`src/rtl/seg_pkg.sv`:
```
// seg_pkg: shared types and the seven-segment decode table for seg_capture.
// Segment bus is active-low, bit0 = a .. bit6 = g.
package seg_pkg;

  typedef enum logic [1:0] {
    ST_IDLE   = 2'd0,
    ST_SETTLE = 2'd1,
    ST_LOCKED = 2'd2
  } state_t;

  typedef logic [6:0] seg_t;

  localparam seg_t SEG_BLANK = 7'b1111111;

  // Entry n is the segment pattern that displays hex digit n.
  localparam seg_t SEG_TABLE [16] = '{
    7'b1000000, 7'b1111001, 7'b0100100, 7'b0110000,
    7'b0011001, 7'b0010010, 7'b0000010, 7'b1111000,
    7'b0000000, 7'b0010000, 7'b0001000, 7'b0000011,
    7'b1000110, 7'b0100001, 7'b0000110, 7'b0001110
  };

endpackage

```
`src/rtl/seg_decode.sv`:
```
// seg_decode: combinational segment-pattern to nibble decoder.
// is_valid covers both hex patterns and the all-off blank pattern.
module seg_decode
  import seg_pkg::*;
(
  input  seg_t       seg,
  output logic [3:0] nibble,
  output logic       is_blank,
  output logic       is_valid
);

  // Table lookup; blank decodes as nibble 0.
  always_comb begin
    nibble   = 4'h0;
    is_blank = (seg == SEG_BLANK);
    is_valid = is_blank;
    for (int i = 0; i < 16; i++) begin
      if (seg == SEG_TABLE[i]) begin
        nibble   = 4'(i);
        is_valid = 1'b1;
      end
    end
  end

endmodule

```
`src/rtl/seg_capture.sv`:
```
// seg_capture: samples a multiplexed seven-segment display, debounces each
// digit for STABLE_CYCLES samples and reports changed digits as events.
// Optional feature: define SEG_CAPTURE_ERR_EN to add err / err_cnt reporting
// of invalid committed patterns.
module seg_capture
  import seg_pkg::*;
#(
  parameter  int NUM_DIGITS    = 4,
  parameter  int STABLE_CYCLES = 16,
  localparam int IW = (NUM_DIGITS > 1) ? $clog2(NUM_DIGITS) : 1,
  localparam int CW = $clog2(STABLE_CYCLES + 1)
) (
  input  logic                    clk,
  input  logic                    reset_n,
  input  logic [6:0]              seg,
  input  logic [NUM_DIGITS-1:0]   dig_sel,
  output logic [4*NUM_DIGITS-1:0] digits,
  output logic [NUM_DIGITS-1:0]   blank,
  output logic                    ev_valid,
  input  logic                    ev_ready,
  output logic [IW-1:0]           ev_idx,
  output logic [3:0]              ev_nibble,
  output logic                    ev_blank,
  output logic                    overrun,
`ifdef SEG_CAPTURE_ERR_EN
  output logic                    err,
  output logic [7:0]              err_cnt,
`endif
  input  logic                    clr_overrun
);

  state_t               state_q, state_d;
  logic [CW-1:0]        cnt_q, cnt_d;
  logic [IW-1:0]        ref_idx_q, ref_idx_d;
  seg_t                 ref_seg_q, ref_seg_d;
  logic                 sel_onehot, same, commit;
  logic [IW-1:0]        sel_idx;
  logic [NUM_DIGITS-1:0][3:0] digits_q;
  logic [3:0]           dec_nib;
  logic                 dec_blank, dec_valid;
  logic                 hex_commit, blank_commit, new_ev;

  assign digits = digits_q;

  // Strobe legality and index of the active digit.
  always_comb begin
    sel_onehot = (dig_sel != '0) && ((dig_sel & (dig_sel - NUM_DIGITS'(1))) == '0);
    sel_idx    = '0;
    for (int i = 0; i < NUM_DIGITS; i++)
      if (dig_sel[i]) sel_idx = IW'(i);
  end

  assign same   = (sel_idx == ref_idx_q) && (seg == ref_seg_q);
  // The reference already held for STABLE_CYCLES samples, so it is accepted
  // even if the input moves during this cycle.
  assign commit = (state_q == ST_SETTLE) && (cnt_q == CW'(STABLE_CYCLES));

  // Next-state, stability counter and reference capture.
  always_comb begin
    state_d   = state_q;
    cnt_d     = cnt_q;
    ref_idx_d = ref_idx_q;
    ref_seg_d = ref_seg_q;
    if (!sel_onehot) begin
      state_d = ST_IDLE;
      cnt_d   = '0;
    end else begin
      unique case (state_q)
        ST_IDLE: begin
          ref_idx_d = sel_idx;
          ref_seg_d = seg;
          cnt_d     = CW'(1);
          state_d   = ST_SETTLE;
        end
        ST_SETTLE, ST_LOCKED: begin
          if (!same) begin
            ref_idx_d = sel_idx;
            ref_seg_d = seg;
            cnt_d     = CW'(1);
            state_d   = ST_SETTLE;
          end else if (commit) begin
            state_d = ST_LOCKED;
          end else if (state_q == ST_SETTLE) begin
            cnt_d = (cnt_q == CW'(STABLE_CYCLES)) ? cnt_q : cnt_q + CW'(1);
          end
        end
        default: begin
          state_d = ST_IDLE;
          cnt_d   = '0;
        end
      endcase
    end
  end

  // FSM, counter and reference registers.
  always_ff @(posedge clk or negedge reset_n) begin
    if (!reset_n) begin
      state_q   <= ST_IDLE;
      cnt_q     <= '0;
      ref_idx_q <= '0;
      ref_seg_q <= SEG_BLANK;
    end else begin
      state_q   <= state_d;
      cnt_q     <= cnt_d;
      ref_idx_q <= ref_idx_d;
      ref_seg_q <= ref_seg_d;
    end
  end

  seg_decode u_dec (
    .seg      (ref_seg_q),
    .nibble   (dec_nib),
    .is_blank (dec_blank),
    .is_valid (dec_valid)
  );

  assign hex_commit   = commit && dec_valid && !dec_blank;
  assign blank_commit = commit && dec_blank;
  assign new_ev = (hex_commit && (blank[ref_idx_q] || digits_q[ref_idx_q] != dec_nib))
               || (blank_commit && !blank[ref_idx_q]);

  // Per-digit accepted value; a blank commit keeps the old nibble.
  always_ff @(posedge clk or negedge reset_n) begin
    if (!reset_n) begin
      digits_q <= '0;
      blank    <= '1;
    end else if (hex_commit) begin
      digits_q[ref_idx_q] <= dec_nib;
      blank[ref_idx_q]    <= 1'b0;
    end else if (blank_commit) begin
      blank[ref_idx_q]    <= 1'b1;
    end
  end

  // Single-entry event slot: accept when empty or draining, else drop.
  always_ff @(posedge clk or negedge reset_n) begin
    if (!reset_n) begin
      ev_valid  <= 1'b0;
      ev_idx    <= '0;
      ev_nibble <= '0;
      ev_blank  <= 1'b0;
      overrun   <= 1'b0;
    end else begin
      if (new_ev && (!ev_valid || ev_ready)) begin
        ev_valid  <= 1'b1;
        ev_idx    <= ref_idx_q;
        ev_nibble <= dec_nib;
        ev_blank  <= dec_blank;
      end else if (ev_valid && ev_ready) begin
        ev_valid  <= 1'b0;
      end
      if (new_ev && ev_valid && !ev_ready) overrun <= 1'b1;
      else if (clr_overrun)                overrun <= 1'b0;
    end
  end

`ifdef SEG_CAPTURE_ERR_EN
  logic bad_commit;
  assign bad_commit = commit && !dec_valid;

  // Sticky error flag and saturating count of invalid accepted patterns.
  always_ff @(posedge clk or negedge reset_n) begin
    if (!reset_n) begin
      err     <= 1'b0;
      err_cnt <= '0;
    end else begin
      if (bad_commit)       err <= 1'b1;
      else if (clr_overrun) err <= 1'b0;
      if (bad_commit && err_cnt != 8'hFF) err_cnt <= err_cnt + 8'd1;
    end
  end
`endif

endmodule

```
`config.mk`:
```
export PLATFORM = sky130hd
export DESIGN_NAME = seg_capture
export DESIGN_NICKNAME = d
export VERILOG_FILES = /design/src/rtl/seg_pkg.sv /design/src/rtl/seg_decode.sv /design/src/rtl/seg_capture.sv
export SDC_FILE = /design/constraint.sdc
export NUM_CORES = 1
export LEC_CHECK = 0
export BUFFER_PORTS_ARGS = -buffer_cell sky130_fd_sc_hd__buf_2
export CORE_UTILIZATION = 30
export CTS_CLUSTER_DIAMETER = 50
export DETAILED_ROUTE_END_ITERATION = 8
export HOLD_SLACK_MARGIN = 0.1
export PLACE_DENSITY = 0.52
export SLEW_MARGIN = 20
export SYNTH_ARGS = -nofsm -noshare
export SYNTH_HDL_FRONTEND = slang
export SYNTH_HIERARCHICAL = 1
export SYNTH_SLANG_ARGS = --single-unit
```
`constraint.sdc`:
```
create_clock -name clk -period 4.2 [get_ports clk]
set_input_delay 0.21 -clock clk [delete_from_list [all_inputs] [get_ports clk]]
set_output_delay 0.21 -clock clk [all_outputs]
set_load 0.05 [all_outputs]
```
==> flow_summary.yaml <==
detailed_routing:
  first_pass_iters: 4
  vias_per_cell: 5.17
  ant_nets: 0
  detailedRoute.firstIterationViolations: 108
  dr_total_vias: 2082
  detail_route.drc_violations: 0
  detail_route.wirelength_um: 6160
  route.detailed.wl_per_inst_um: 15.3
yosys:
  postSynthNetCount: 278
  synth_area_per_cell_um2: 10.7
  number_of_storage_elements_in_the_synthesis_netlist: 45
  synth_top_flop_cell: "dfrtp_1"
  number_of_enable_flip_flop_cells_after_synthesis: 0
  synth.area.top_cells: "dfrtp_1, mux2_2, dfstp_2, xnor2_1, a21oi_1"
  synth_largest_area_cell: "dfrtp_1"
  synth_cell_type_count: 56
  async_flop_share_pct: 100
  netlist_area_mm2: 0.00274
  synth_sequential_area_ratio_pct: 41.6
  synth_largest_type_area_fraction_pct: 31.1
  synth_warnings: 6
  synth_cells: 257
layout:
  num_antenna_cells: 0
  n_fill_cell: 908
  synthToLayoutAreaGrowth_pct: 13.8
  layout_common_cells: "buf_2, dfrtp_1, mux2_2, a21oi_1, o21ai_0"
  final_common_cell: "buf_2"
  nNetsFinal: 315
  drive_above_1_share_pct: 34.2
clocking:
  cts.root.buffer_cell: "clkbuf_8"
  cts_num_sinks: 45
  cts_buffers: 5
  max-clock-path-buffers: 2
  cts-htree-levels: 2
  insertion_delay_to_the_later_sink_of_the_worst_skew_pair_ns: 0.30
  cts_tree: "built"
  clk_pin_slew_worst_paths_ns: 0.08
worst_setup_path:
  setup.reg_to_reg.worst_slack_ns: 1.10
  reg2reg_depth: 9
  crit_fanout: 19
  crit_buf_inv: 1
  endpoint_kind: "flop"
  critical_path_arrival_ns: 3.29
  worstSetupStartpointType: "flop"
  slowest_delay_ns: 0.74
  cp_slowest_cell: "dfstp_2"
  reg2reg_to: "ev_nibble[3]"
  timing.critical_path.cells: "nor3b_1, a21oi_1, o32a_1, o32ai_1, buf_4, xor2_1, or3_4, o31ai_4, mux2_2"
  critPathKind: "flop to flop"
  cp.required_ns: 4.39
  worst_r2r_startpoint: "ref_seg_q[3]"
  worst_path_dominant_cell_family: "compound AO/OA/AOI/OAI gates"
place:
  post-dp-hpwl_um: 4380
  gpl.final_weighted_congestion: 0.776
  buffer_ports.inserted: 43
hold_path:
  min_path_type: "primary input to flop"
  timing.hold.worst.start: "seg[0]"
  min_delay_path_depth: 2
  hold_path_end: "ref_seg_q[0]"
die:
  floorplan.initialDensity_pct: 31.2
  io_count: 44
  core.rowCount: 34
  fp.coreArea_mm2: 0.00876
  floorplan.die_area_mm2: 0.00951
  die_width_um: 97.5
  die_h_um: 97.5
pwr:
  peakVddDrop_mv: 0.272
  p_total_mw: 1.11
  leak_nw: 1.45
  cellPowerDensity_mw_per_mm2: 355
timing:
  rsz0062_at_grt: "no"
  final_cycle_utilization_of_the_critical_path_pct: 73.7
  timing.final.setup_violations: 0
  finalMaxSlewViolations: 0
  post_layout_minimum_cycle_time_ns: 3.10
  finalClockSkew_ns: 0.00520
  timing.final.hold_violations: 0
  max_slew.worst_pin.slew_ns: 0.814
  max_clock_freq_ghz: 0.323
  relSlewSlack_pct: 45.8
  setup_total_negative_slack_ns: 0
global_routing:
  antenna_violations_before_repair: 0
  grt_start_max_net_pins: 46
  global_route.overflow_total: 0
  global_route_wire_length_before_repair_um: 10600
  gr-usage-all-layers_pct: 13.7
  first_global_vias: 2060
run:
  timing.max_cap.violations: 0
status:
  outcome: "completed"
-- timing repair --
item,CTS,global route
endpoints found under the setup margin,0,0
buffers inserted,0,0
endpoints found under the hold margin,0,34
hold buffers,0,1
resized for setup,0,0
-- worst max path at each step --
stage | start | endpoint | slack (ns) | cells after the start
after CTS | ref_seg_q[3] | ev_nibble[2] | 1.11 | 9
after global placement | ref_seg_q[3] | ev_nibble[2] | 1.19 | 9
after detailed placement | ref_seg_q[3] | ev_nibble[3] | 1.12 | 9
after floorplan | ref_seg_q[3] | ev_idx[0] | 1.24 | 10
final | ref_seg_q[3] | ev_nibble[3] | 1.10 | 9
after global routing | ref_seg_q[3] | ev_nibble[0] | 0.97 | 9
-- layout make-up --
type | instances | area [um2] | area share (%)
Multi-Input combinational cell | 190 | 1490 | 47.7
Sequential cell | 45 | 1140 | 36.6
Timing Repair Buffer | 46 | 243 | 7.79
Tap cell | 108 | 135 | 4.34
Clock buffer | 8 | 90.1 | 2.89
Inverter | 6 | 22.5 | 0.723
-- per-stage QoR --
| step | worst slack, ns | area [um2] | util (%) | hold slack, ns | instances |
|---|---|---|---|---|---|
| finish | 1.10 | 3120 | 35.6 | 0.167 | 403 |
| global route | 0.973 | 3120 | 35.6 | 0.163 | 403 |
| CTS | 1.11 | 3100 | 35.4 | 0.131 | 402 |
| detailed placement | 1.12 | 3010 | 34.4 | 0.468 | 394 |
| global placement | 1.19 | 3010 | 34.4 | 0.460 | 394 |
| floorplan | 1.24 | 2740 | - | -0.0856 | 257 |
-- sequential cells by signal, summed over array words and instances (netlist names), named ones only --
| signal | cells |
|---|---|
| state_q | 2 |
| ev_idx | 2 |
| ref_idx_q | 2 |
| cnt_q | 5 |
| overrun | 1 |
| ev_valid | 1 |
| digits | 16 |
| ev_nibble | 4 |
| ref_seg_q | 7 |
| ev_blank | 1 |
-- per-layer routing --
| layer | share of wire (%) | routed length, um | vias up | GRT usage, % |
|---|---|---|---|---|
| met5 | 0 | 0 | - | 0 |
| met2 | 45 | 2800 | 45 | 20.5 |
| li1 | - | - | 1009 | - |
| met4 | 1.9 | 118 | 0 | 5.32 |
| met3 | 3.2 | 198 | 11 | 2.30 |
| met1 | 49 | 3050 | 1017 | 19.6 |
-- cell families (layout without fill, tap and decap cells) --
group                    after synthesis  in the layout  share of synthesized area (%)
buffers and inverters                 22             60                           4.07
multiplexers                          38             38                           16.7
XOR/XNOR                              15             15                           4.80
adder cells (fa/ha/maj)                6              6                           2.74
flip-flops                            45             45                           41.6
AO/OA/AOI/OAI                         53             53                           12.8
AND/OR/NAND/NOR                       78             78                           17.3
-- synth_stat cells, drive strengths merged (3+ instances only) --
master / count
a211oi: 3
a21oi: 15
a22oi: 4
a31oi: 4
and3: 4
buf: 12
clkbuf: 4
dfrtp: 34
dfstp: 11
ha: 6
inv: 6
mux2: 31
mux2i: 4
mux4: 3
nand2: 10
nand2b: 4
nand3: 7
nor2: 12
nor2b: 8
nor3: 9
nor3b: 5
o21ai: 14
or3: 5
xnor2: 10
xor2: 5
-- power by group --
| part | switching (mW) | internal (mW) | leakage (nW) |
|---|---|---|---|
| registers | 0.111 | 0.472 | 0.584 |
| logic | 0.110 | 0.130 | 0.822 |
| clock network | 0.149 | 0.134 | 0.0455 |
Note: power is estimated with default switching activity, not from simulation.
